File: config.mk
export PLATFORM = sky130hd
export DESIGN_NAME = mmu_mem_arbiter_flat
export DESIGN_NICKNAME = d
export VERILOG_FILES = /design/src/rtl/mmu_mem_arbiter_pkg.sv /design/src/rtl/mmu_mem_arbiter_if.sv /design/src/rtl/mmu_mem_req_slot.sv /design/src/rtl/mmu_mem_arbiter.sv /design/src/flat_wrapper.sv
export SDC_FILE = /design/constraint.sdc
export NUM_CORES = 1
export LEC_CHECK = 0
export CAP_MARGIN = 20
export CORE_MARGIN = 8
export CORE_UTILIZATION = 33
export DETAILED_ROUTE_END_ITERATION = 16
export HOLD_SLACK_MARGIN = 0.06
export PLACE_DENSITY = 0.56
export SYNTH_ARGS = -nofsm -noshare
export SYNTH_HDL_FRONTEND = slang
export SYNTH_SLANG_ARGS = --single-unit
File: constraint.sdc
create_clock -name clk -period 10.6 [get_ports clk]
set_input_delay 3.18 -clock clk [delete_from_list [all_inputs] [get_ports clk]]
set_output_delay 3.18 -clock clk [all_outputs]
set_load 0.05 [all_outputs]
File: src/rtl/mmu_mem_arbiter_pkg.sv
// Shared definitions for the MMU memory arbiter: FSM encoding, source select and
// the access/PTE constants used by the walker side of the MMU.
package mmu_mem_arbiter_pkg;

    localparam logic [1:0] ST_IDLE   = 2'd0;
    localparam logic [1:0] ST_CMD    = 2'd1;
    localparam logic [1:0] ST_RDWAIT = 2'd2;
    localparam logic [1:0] ST_DONE   = 2'd3;

    localparam logic SRC_PTE = 1'b0;
    localparam logic SRC_CPU = 1'b1;

    localparam logic [1:0] ACCESS_LOAD  = 2'd0;
    localparam logic [1:0] ACCESS_STORE = 2'd1;
    localparam logic [1:0] ACCESS_FETCH = 2'd2;

    localparam int PTE_V_BIT = 0;
    localparam int PTE_A_BIT = 6;
    localparam int PTE_D_BIT = 7;

    localparam int TMO_CNT_W = 10;

endpackage

File: src/rtl/mmu_mem_arbiter_if.sv
// Request/DRAM/status bundle between the MMU-side clients and the memory arbiter.
interface mmu_mem_arbiter_if #(
    parameter int ADDR_W = 32,
    parameter int DATA_W = 32
);
    localparam int MASK_W = DATA_W / 8;

    logic              pte_req;
    logic              pte_we;
    logic [ADDR_W-1:0] pte_addr;
    logic [DATA_W-1:0] pte_wdata;
    logic              cpu_req;
    logic              cpu_we;
    logic [ADDR_W-1:0] cpu_addr;
    logic [DATA_W-1:0] cpu_wdata;
    logic [MASK_W-1:0] cpu_wmask;
    logic              dram_req;
    logic              dram_ack;
    logic              dram_we;
    logic [ADDR_W-1:0] dram_addr;
    logic [DATA_W-1:0] dram_wdata;
    logic [MASK_W-1:0] dram_wmask;
    logic              dram_rvalid;
    logic [DATA_W-1:0] dram_rdata;
    logic              busy;
    logic [DATA_W-1:0] odata;
    logic              done_pte;
    logic              done_cpu;
    logic              err;

    modport slave (
        input  pte_req, pte_we, pte_addr, pte_wdata,
        input  cpu_req, cpu_we, cpu_addr, cpu_wdata, cpu_wmask,
        input  dram_ack, dram_rvalid, dram_rdata,
        output dram_req, dram_we, dram_addr, dram_wdata, dram_wmask,
        output busy, odata, done_pte, done_cpu, err
    );

    modport master (
        output pte_req, pte_we, pte_addr, pte_wdata,
        output cpu_req, cpu_we, cpu_addr, cpu_wdata, cpu_wmask,
        output dram_ack, dram_rvalid, dram_rdata,
        input  dram_req, dram_we, dram_addr, dram_wdata, dram_wmask,
        input  busy, odata, done_pte, done_cpu, err
    );
endinterface

File: src/rtl/mmu_mem_req_slot.sv
// Single-entry request holder. A set while already full is reported on ovf and dropped.
module mmu_mem_req_slot
    import mmu_mem_arbiter_pkg::*;
#(
    parameter int W = 8
) (
    input  logic         clk,
    input  logic         rst,
    input  logic         set,
    input  logic         clr,
    input  logic [W-1:0] din,
    output logic         pend,
    output logic [W-1:0] dout,
    output logic         ovf
);

    assign ovf = set & pend;

    // Slot occupancy and payload.
    always_ff @(posedge clk or posedge rst) begin
        if (rst) begin
            pend <= 1'b0;
            dout <= '0;
        end else if (set && !pend) begin
            pend <= 1'b1;
            dout <= din;
        end else if (clr) begin
            pend <= 1'b0;
        end
    end

endmodule

File: src/rtl/mmu_mem_arbiter.sv
// Serialises PTE and CPU physical accesses onto one DRAM port, PTE first,
// with a wait watchdog and held read data.
module mmu_mem_arbiter
    import mmu_mem_arbiter_pkg::*;
#(
    parameter int ADDR_W  = 32,
    parameter int DATA_W  = 32,
    parameter int TIMEOUT = 1023
) (
    input  logic               clk,
    input  logic               rst,
    mmu_mem_arbiter_if.slave   bus
);
    localparam int MASK_W = DATA_W / 8;
    localparam int SLOT_W = 1 + ADDR_W + DATA_W + MASK_W;
    localparam logic [TMO_CNT_W-1:0] TMO_LAST = TMO_CNT_W'(TIMEOUT - 1);

    logic [1:0]            state_r, state_nxt;
    logic [TMO_CNT_W-1:0]  cnt_r;
    logic                  src_r;
    logic                  cmd_we_r;
    logic [ADDR_W-1:0]     cmd_addr_r;
    logic [DATA_W-1:0]     cmd_wdata_r;
    logic [MASK_W-1:0]     cmd_wmask_r;
    logic                  dram_req_r, done_pte_r, done_cpu_r, err_r;
    logic [DATA_W-1:0]     odata_r;

    logic                  sel_pte, sel_cpu, timeout_hit, go_done;
    logic                  pte_pend, cpu_pend, pte_ovf, cpu_ovf;
    logic [SLOT_W-1:0]     pte_din, cpu_din, pte_dout, cpu_dout, sel_word;

    assign pte_din = {bus.pte_we, bus.pte_addr, bus.pte_wdata, {MASK_W{1'b1}}};
    assign cpu_din = {bus.cpu_we, bus.cpu_addr, bus.cpu_wdata, bus.cpu_wmask};

    // A strobe taken straight from IDLE bypasses its slot, so it must not also be latched.
    mmu_mem_req_slot #(.W(SLOT_W)) u_pte_slot (
        .clk (clk), .rst (rst),
        .set (bus.pte_req & ~(sel_pte & ~pte_pend)),
        .clr (sel_pte & pte_pend),
        .din (pte_din), .pend (pte_pend), .dout (pte_dout), .ovf (pte_ovf)
    );

    mmu_mem_req_slot #(.W(SLOT_W)) u_cpu_slot (
        .clk (clk), .rst (rst),
        .set (bus.cpu_req & ~(sel_cpu & ~cpu_pend)),
        .clr (sel_cpu & cpu_pend),
        .din (cpu_din), .pend (cpu_pend), .dout (cpu_dout), .ovf (cpu_ovf)
    );

    // Next-state, source selection and watchdog decision.
    always_comb begin
        state_nxt   = state_r;
        sel_pte     = 1'b0;
        sel_cpu     = 1'b0;
        timeout_hit = 1'b0;
        case (state_r)
            ST_IDLE: begin
                if (pte_pend || bus.pte_req) begin
                    sel_pte   = 1'b1;
                    state_nxt = ST_CMD;
                end else if (cpu_pend || bus.cpu_req) begin
                    sel_cpu   = 1'b1;
                    state_nxt = ST_CMD;
                end else begin
                    state_nxt = ST_IDLE;
                end
            end
            ST_CMD: begin
                if (bus.dram_ack) begin
                    state_nxt = cmd_we_r ? ST_DONE : ST_RDWAIT;
                end else if (cnt_r == TMO_LAST) begin
                    timeout_hit = 1'b1;
                    state_nxt   = ST_IDLE;
                end else begin
                    state_nxt = ST_CMD;
                end
            end
            ST_RDWAIT: begin
                if (bus.dram_rvalid) begin
                    state_nxt = ST_DONE;
                end else if (cnt_r == TMO_LAST) begin
                    timeout_hit = 1'b1;
                    state_nxt   = ST_IDLE;
                end else begin
                    state_nxt = ST_RDWAIT;
                end
            end
            ST_DONE: state_nxt = ST_IDLE;
            default: state_nxt = ST_IDLE;
        endcase
    end

    assign go_done  = (state_nxt == ST_DONE) | timeout_hit;
    assign sel_word = sel_pte ? (pte_pend ? pte_dout : pte_din)
                              : (cpu_pend ? cpu_dout : cpu_din);

    // State, watchdog counter, command registers and status outputs.
    always_ff @(posedge clk or posedge rst) begin
        if (rst) begin
            state_r     <= ST_IDLE;
            cnt_r       <= '0;
            src_r       <= SRC_PTE;
            cmd_we_r    <= 1'b0;
            cmd_addr_r  <= '0;
            cmd_wdata_r <= '0;
            cmd_wmask_r <= '0;
            dram_req_r  <= 1'b0;
            done_pte_r  <= 1'b0;
            done_cpu_r  <= 1'b0;
            err_r       <= 1'b0;
            odata_r     <= '0;
        end else begin
            state_r    <= state_nxt;
            dram_req_r <= (state_nxt == ST_CMD);
            done_pte_r <= go_done & (src_r == SRC_PTE);
            done_cpu_r <= go_done & (src_r == SRC_CPU);
            err_r      <= err_r | pte_ovf | cpu_ovf | timeout_hit;
            if (state_nxt != state_r) begin
                cnt_r <= '0;
            end else if (state_r == ST_CMD || state_r == ST_RDWAIT) begin
                cnt_r <= cnt_r + {{(TMO_CNT_W-1){1'b0}}, 1'b1};
            end else begin
                cnt_r <= '0;
            end
            if (sel_pte || sel_cpu) begin
                src_r <= sel_cpu ? SRC_CPU : SRC_PTE;
                {cmd_we_r, cmd_addr_r, cmd_wdata_r, cmd_wmask_r} <= sel_word;
            end
            if (state_r == ST_RDWAIT && bus.dram_rvalid) begin
                odata_r <= bus.dram_rdata;
            end
        end
    end

    assign bus.dram_req   = dram_req_r;
    assign bus.dram_we    = cmd_we_r;
    assign bus.dram_addr  = cmd_addr_r;
    assign bus.dram_wdata = cmd_wdata_r;
    assign bus.dram_wmask = cmd_wmask_r;
    assign bus.odata      = odata_r;
    assign bus.done_pte   = done_pte_r;
    assign bus.done_cpu   = done_cpu_r;
    assign bus.err        = err_r;
    assign bus.busy       = (state_r != ST_IDLE) | pte_pend | cpu_pend | bus.pte_req | bus.cpu_req;

endmodule

File: src/flat_wrapper.sv
// flat-port wrapper written by rule: the top's interface ports become plain ports
module mmu_mem_arbiter_flat import mmu_mem_arbiter_pkg::*;
#(
    parameter int ADDR_W  = 32,
    parameter int DATA_W  = 32,
    parameter int TIMEOUT = 1023
)
  (clk, rst, bus_pte_req, bus_pte_we, bus_pte_addr, bus_pte_wdata, bus_cpu_req, bus_cpu_we, bus_cpu_addr, bus_cpu_wdata, bus_cpu_wmask, bus_dram_ack, bus_dram_rvalid, bus_dram_rdata, bus_dram_req, bus_dram_we, bus_dram_addr, bus_dram_wdata, bus_dram_wmask, bus_busy, bus_odata, bus_done_pte, bus_done_cpu, bus_err);
  mmu_mem_arbiter_if #(.ADDR_W(ADDR_W), .DATA_W(DATA_W)) bus_i ();
  input  logic clk;
  input  logic rst;
  input wire logic [$bits(bus_i.pte_req)-1:0] bus_pte_req;
  input wire logic [$bits(bus_i.pte_we)-1:0] bus_pte_we;
  input wire logic [$bits(bus_i.pte_addr)-1:0] bus_pte_addr;
  input wire logic [$bits(bus_i.pte_wdata)-1:0] bus_pte_wdata;
  input wire logic [$bits(bus_i.cpu_req)-1:0] bus_cpu_req;
  input wire logic [$bits(bus_i.cpu_we)-1:0] bus_cpu_we;
  input wire logic [$bits(bus_i.cpu_addr)-1:0] bus_cpu_addr;
  input wire logic [$bits(bus_i.cpu_wdata)-1:0] bus_cpu_wdata;
  input wire logic [$bits(bus_i.cpu_wmask)-1:0] bus_cpu_wmask;
  input wire logic [$bits(bus_i.dram_ack)-1:0] bus_dram_ack;
  input wire logic [$bits(bus_i.dram_rvalid)-1:0] bus_dram_rvalid;
  input wire logic [$bits(bus_i.dram_rdata)-1:0] bus_dram_rdata;
  output wire logic [$bits(bus_i.dram_req)-1:0] bus_dram_req;
  output wire logic [$bits(bus_i.dram_we)-1:0] bus_dram_we;
  output wire logic [$bits(bus_i.dram_addr)-1:0] bus_dram_addr;
  output wire logic [$bits(bus_i.dram_wdata)-1:0] bus_dram_wdata;
  output wire logic [$bits(bus_i.dram_wmask)-1:0] bus_dram_wmask;
  output wire logic [$bits(bus_i.busy)-1:0] bus_busy;
  output wire logic [$bits(bus_i.odata)-1:0] bus_odata;
  output wire logic [$bits(bus_i.done_pte)-1:0] bus_done_pte;
  output wire logic [$bits(bus_i.done_cpu)-1:0] bus_done_cpu;
  output wire logic [$bits(bus_i.err)-1:0] bus_err;
  assign bus_i.pte_req = bus_pte_req;
  assign bus_i.pte_we = bus_pte_we;
  assign bus_i.pte_addr = bus_pte_addr;
  assign bus_i.pte_wdata = bus_pte_wdata;
  assign bus_i.cpu_req = bus_cpu_req;
  assign bus_i.cpu_we = bus_cpu_we;
  assign bus_i.cpu_addr = bus_cpu_addr;
  assign bus_i.cpu_wdata = bus_cpu_wdata;
  assign bus_i.cpu_wmask = bus_cpu_wmask;
  assign bus_i.dram_ack = bus_dram_ack;
  assign bus_i.dram_rvalid = bus_dram_rvalid;
  assign bus_i.dram_rdata = bus_dram_rdata;
  assign bus_dram_req = bus_i.dram_req;
  assign bus_dram_we = bus_i.dram_we;
  assign bus_dram_addr = bus_i.dram_addr;
  assign bus_dram_wdata = bus_i.dram_wdata;
  assign bus_dram_wmask = bus_i.dram_wmask;
  assign bus_busy = bus_i.busy;
  assign bus_odata = bus_i.odata;
  assign bus_done_pte = bus_i.done_pte;
  assign bus_done_cpu = bus_i.done_cpu;
  assign bus_err = bus_i.err;
  mmu_mem_arbiter #(.ADDR_W(ADDR_W), .DATA_W(DATA_W), .TIMEOUT(TIMEOUT)) u_core (.clk(clk), .rst(rst), .bus(bus_i));
endmodule
## After elaboration in Yosys (flattened, before gate mapping)

Cells that the tools add are included.

| operators by class | value |
|---|---|
| eq/ne operators | 7 |
| reduce and logical (&&, ||, !) cells | 13 |
| bitwise logic cells | 23 |
| mux-type cells | 27 |
| add/subtract/negate cells | 1 |

Operator list:

| operator | count |
|---|---|
| 2-to-1 mux 69 bit | 3 |
| 2-to-1 mux 10 bit | 2 |
| 2-to-1 mux 1 bit | 16 |
| adder 10 x 1 -> 10 bit, second input constant | 1 |
| bitwise AND 1 bit | 10 |
| equality test 10 bit, second input constant | 1 |
| 2-to-1 mux 2 bit | 4 |
| bitwise OR 1 bit | 8 |
| one-hot mux 2 bit (4 select lines) | 1 |
| equality test 2 bit, second input constant | 3 |
| nonzero test 2 bit | 3 |
| NOT 1 bit | 5 |
| equality test 2 x 1 -> 1 bit, second input constant | 2 |
| logical OR 1 bit | 4 |
| logical AND 1 bit | 3 |
| logical NOT 1 bit | 2 |
| logical NOT 2 bit | 1 |
| != test 2 bit | 1 |
| one-hot mux 1 bit (2 select lines) | 1 |

| storage, ports and cells | value |
|---|---|
| bits of input ports | 172 |
| output and inout port bits | 106 |
| word-level logic and storage cells | 87 |
| bits in registers | 258 |

## Longest topological paths before layout

| depth | value |
|---|---|
| depth after elaboration | 10 |
| depth in mapped cells | 10 |
| mapped depth without buffers | 7 |

## By module

A second synthesis with hierarchy kept.

| unflattened totals | value |
|---|---|
| cells, all modules | 1,010 |
| area total of the unflattened synthesis | 12,209.2 um^2 |

Modules (own cells, without submodules):

| module | area an instance (um^2) | cells an instance | seq. area each (um^2) | instances |
|---|---|---|---|---|
| mmu_mem_arbiter | 6,876.6 | 706 | 2,952.8 | 1 |
| mmu_mem_req_slot | 2,666.3 | 152 | 1,751.7 | 2 |

## Worst setup path before layout

No wires, ideal clock.

| timing path | value |
|---|---|
| kind | input to output |
| start | in bus_pte_req |
| end | out bus_busy |
| data arrival time | 3.654 ns |
| path buffers | 0 |
| slack | 3.766 ns |
| required time | 7.420 ns |
| cell stages on the path | 2 |
| cells stage by stage | nor3b_4 nand2_4 |

| on the way | value |
|---|---|
| word-level cells in the longest chain between the ends | 2 |

RTL lines:

| element | line | source |
|---|---|---|
| start, declared | flat_wrapper.sv:12 | `input wire logic [$bits(bus_i.pte_req)-1:0] bus_pte_req;` |
| bitwise OR 1 bit (2 in series) | mmu_mem_arbiter.sv:144 | `assign bus.busy = (state_r != ST_IDLE) \| pte_pend \| cpu_pend \| bus.pte_req \| bus.cpu_req;` |
| end, declared | flat_wrapper.sv:29 | `output wire logic [$bits(bus_i.busy)-1:0] bus_busy;` |

No other way between the ends.

## Worst setup path after layout

Same ends and word-level chain as after synthesis.

==> impl_metrics.yaml <==
logic_synthesis:
  yosys_warnings: 0
  syn_area_um2: 11580
  synth_flop_cell: "dfrtp_1"
  synth_cell_types: 42
  syn_nets: 1082
  synth_most_common_cell: "dfrtp_1"
  syn_inst: 905
  ys_ff_latch: 255
  seq_area_frac_synth_pct: 55.09
  synth_top_area_share_pct: 55.09
  ys_top_cells_by_count: "dfrtp_1, mux2_2, mux2i_1, nand2_1, o21ai_0"
  synth_edf_count: 0
  yosysTopAreaCell: "dfrtp_1"
  async_flop_share_pct: 100.0
  syn_area_per_cell_um2: 12.80
  synthTopCellsByArea: "dfrtp_1, mux2_2, mux2i_1, o211ai_1, o21ai_0"
floorplan:
  ios: 278
  core_area_um2: 34540
  initial_core_util_pct: 33.53
  die_w_um: 203.4
  fp.dieH_um: 203.4
  die_area_um2: 41350
  rows: 68
timing:
  finalSetupTns_ps: 0
  setup_viol: 0
  min_period_ps: 8184
  finClkSkew_ps: 18.83
  relSlewSlack_pct: 24.85
  hold_viol: 0
  max_freq_ghz: 0.1222
  worstMarginPinSlew_ps: 1127
  finalMaxSlewViolations: 0
  rsz0062_at_grt: "no"
  min_period_over_period_pct: 77.20
layout:
  fillCellCount: 3216
  final_cell_count_no_fill: 1639
  drive_gt1_share_pct: 20.12
  final_core_util_pct: 45.57
  area_growth_pct: 35.88
  finish.net_count: 1339
worst_hold_path:
  hp-class: "register to register"
routing:
  drc: 0
  wl_met3_mm: 2.989
  viasPerCell: 4.878
  vias: 7995
  top_layer: "met5"
  dr.pass1.iters: 6
  wl_mm: 32.59
  first_iter_violations: 285
  wl_met2_mm: 14.29
  wl_per_cell_um: 19.88
  wirelength_met1_mm: 14.76
  ant_nets: 0
setup_path:
  max_stage_delay_ps: 750
  crit_family: "buffers and inverters"
  path_buf_inv: 2
  critPathCaptureType: "output port"
  cp_max_fo: 5
  path_class: "input port to output port"
  start_kind: "input port"
  r2r_slack_ps: 7320
  cpMostUsedCell: "clkdlybuf4s50_1"
  crit_chain: "clkdlybuf4s50_1 > nor3b_4 > nand2_4 > clkdlybuf4s50_1"
  crit_arrival_ps: 5000
  required_ps: 7420
  crit_slowest_cell: "clkdlybuf4s50_1"
place:
  gp_congestion: 0.7698
  dpl.hpwl_mm: 21.14
  io_buffers: 277
  dp_cells: 1586
cts:
  clockBufferDepth: 3
  postCtsSetupBuffers: 0
  cts_root_buffer: "clkbuf_16"
  htreeDepth: 1
  cts.sinks: 255
  clk_latency_ps: 550
  cts_buffers: 29
  cts_tree: "built"
  clk_pin_slew_ps: 60
  cts_resized: 0
  ctsHoldBuffers: 0
power_and_ir_drop:
  vdd_drop_max_mv: 0.2117
  p_sw_mw: 2.216
  p_int_mw: 3.168
  p_clk_share_pct: 19.0
  power.density_nw_per_um2: 342.0
  switching_share_pct: 41.16
  p_leak_nw: 6.762
  power_frac_seq_pct: 32.8
  power_frac_comb_pct: 48.2
global_route:
  grt_max_degree: 151
  track_usage_pct: 15.28
  grt_pass1_vias: 8325
  grt_pass1_wl_mm: 50.56
  antenna_found_initial: 1
  grt_overflow: 0
status:
  status: "completed"
job:
  drv_cap: 0
==> per-stage QoR <==
step	cell area [um^2]	hold slack (ps)	power [mW]	worst slack [ps]
after detailed placement	14760	440.6	4.406	2413
final	15740	448.4	5.383	2416
after CTS	15740	452.0	5.463	2410
after global routing	15740	479.1	5.703	2359
after floorplan	11580	417.5	3.575	406.6
after global placement	14760	434.1	4.374	2443
==> cell type report <==
class / count / area (um^2) / share of cell area [%]
diodes: 1 / 2.502 / 0.01590
clock buffers: 42 / 834.6 / 5.302
clock inverters: 10 / 140.1 / 0.8903
inverters: 8 / 37.54 / 0.2385
multi-input cells: 581 / 4907 / 31.18
flip-flops and latches: 255 / 6389 / 40.59
well taps: 455 / 569.3 / 3.617
repair buffers: 287 / 2860 / 18.17
==> worst paths after layout <==
path,start,end,cells after the start
hold reg to reg,u_core.src_r,u_core.bus.done_pte,1
setup reg to reg,u_core.state_r[0],u_core.bus.dram_addr[2],8
setup / recovery,bus_pte_req,bus_busy,4
min in group asynchronous,rst,u_core.u_cpu_slot.dout[66],2
max in group asynchronous,rst,u_core.u_cpu_slot.dout[60],3
hold / removal,u_core.src_r,u_core.bus.done_pte,1
==> layer usage <==
metal | vias to the layer above | GRT usage [%]
li1 | 3799 | -
met1 | 3925 | 20.30
met2 | 230 | 23.24
met3 | 39 | 6.173
met4 | 2 | 3.134
met5 | - | 0
==> power groups by stage <==
| stage | clock network, mW | logic, mW | registers [mW] |
|---|---|---|---|
| detailed placement | 0 | 2.63 | 1.78 |
| global placement | 0 | 2.61 | 1.77 |
| global route | 1.10 | 2.78 | 1.83 |
| floorplan | 0 | 1.22 | 2.36 |
| CTS | 1.06 | 2.64 | 1.77 |
| finish | 1.03 | 2.59 | 1.76 |
==> layout by cell type (no fill, tap or decap), types with 3 or more instances in the layout <==
cell and n:
nand4_1 6, o21ai_0 53, a21oi_1 17, clkinv_2 3, mux2_2 165, a221oi_1 19, clkbuf_8 6, o211ai_1 46
clkdlybuf4s50_1 277, nand3_1 3, clkbuf_1 7, inv_1 7, xnor2_1 6, dfrtp_1 253, mux2i_1 134, bufinv_16 3
and4_2 3, buf_4 9, nor2_1 30, nand2_1 62, ha_1 5, clkbuf_16 29
==> worst register-to-register path: cells and delay by family, from the launching register on <==
kind                       cells  cell delay, ps
buffers and inverters          2             920
AOI/OAI and AO/OA              2             240
DFF                            1             450
and+or+nand+nor                3            1090
adders and majority gates      1             410
==> flip-flops by register name (all words and copies together), names as in the netlist, 2 cells and up <==
name	count
u_core.u_cpu_slot.dout	69
u_core.u_pte_slot.dout	66
u_core.bus.dram_addr	32
u_core.bus.dram_wdata	32
u_core.bus.odata	32
u_core.cnt_r	10
u_core.bus.dram_wmask	4
u_core.state_r	2
==> cell families after synthesis <==
kind of cell / count (synthesis) / share of synthesized area [%]
AOI/OAI and AO/OA: 146 / 8.317
adders and majority gates: 5 / 0.5401
muxes: 300 / 27.72
DFF: 255 / 55.09
and+or+nand+nor: 122 / 4.947
buffers and inverters: 69 / 2.787
xor gates and xnor gates: 8 / 0.6049
Power figures use the tool's default switching activity.
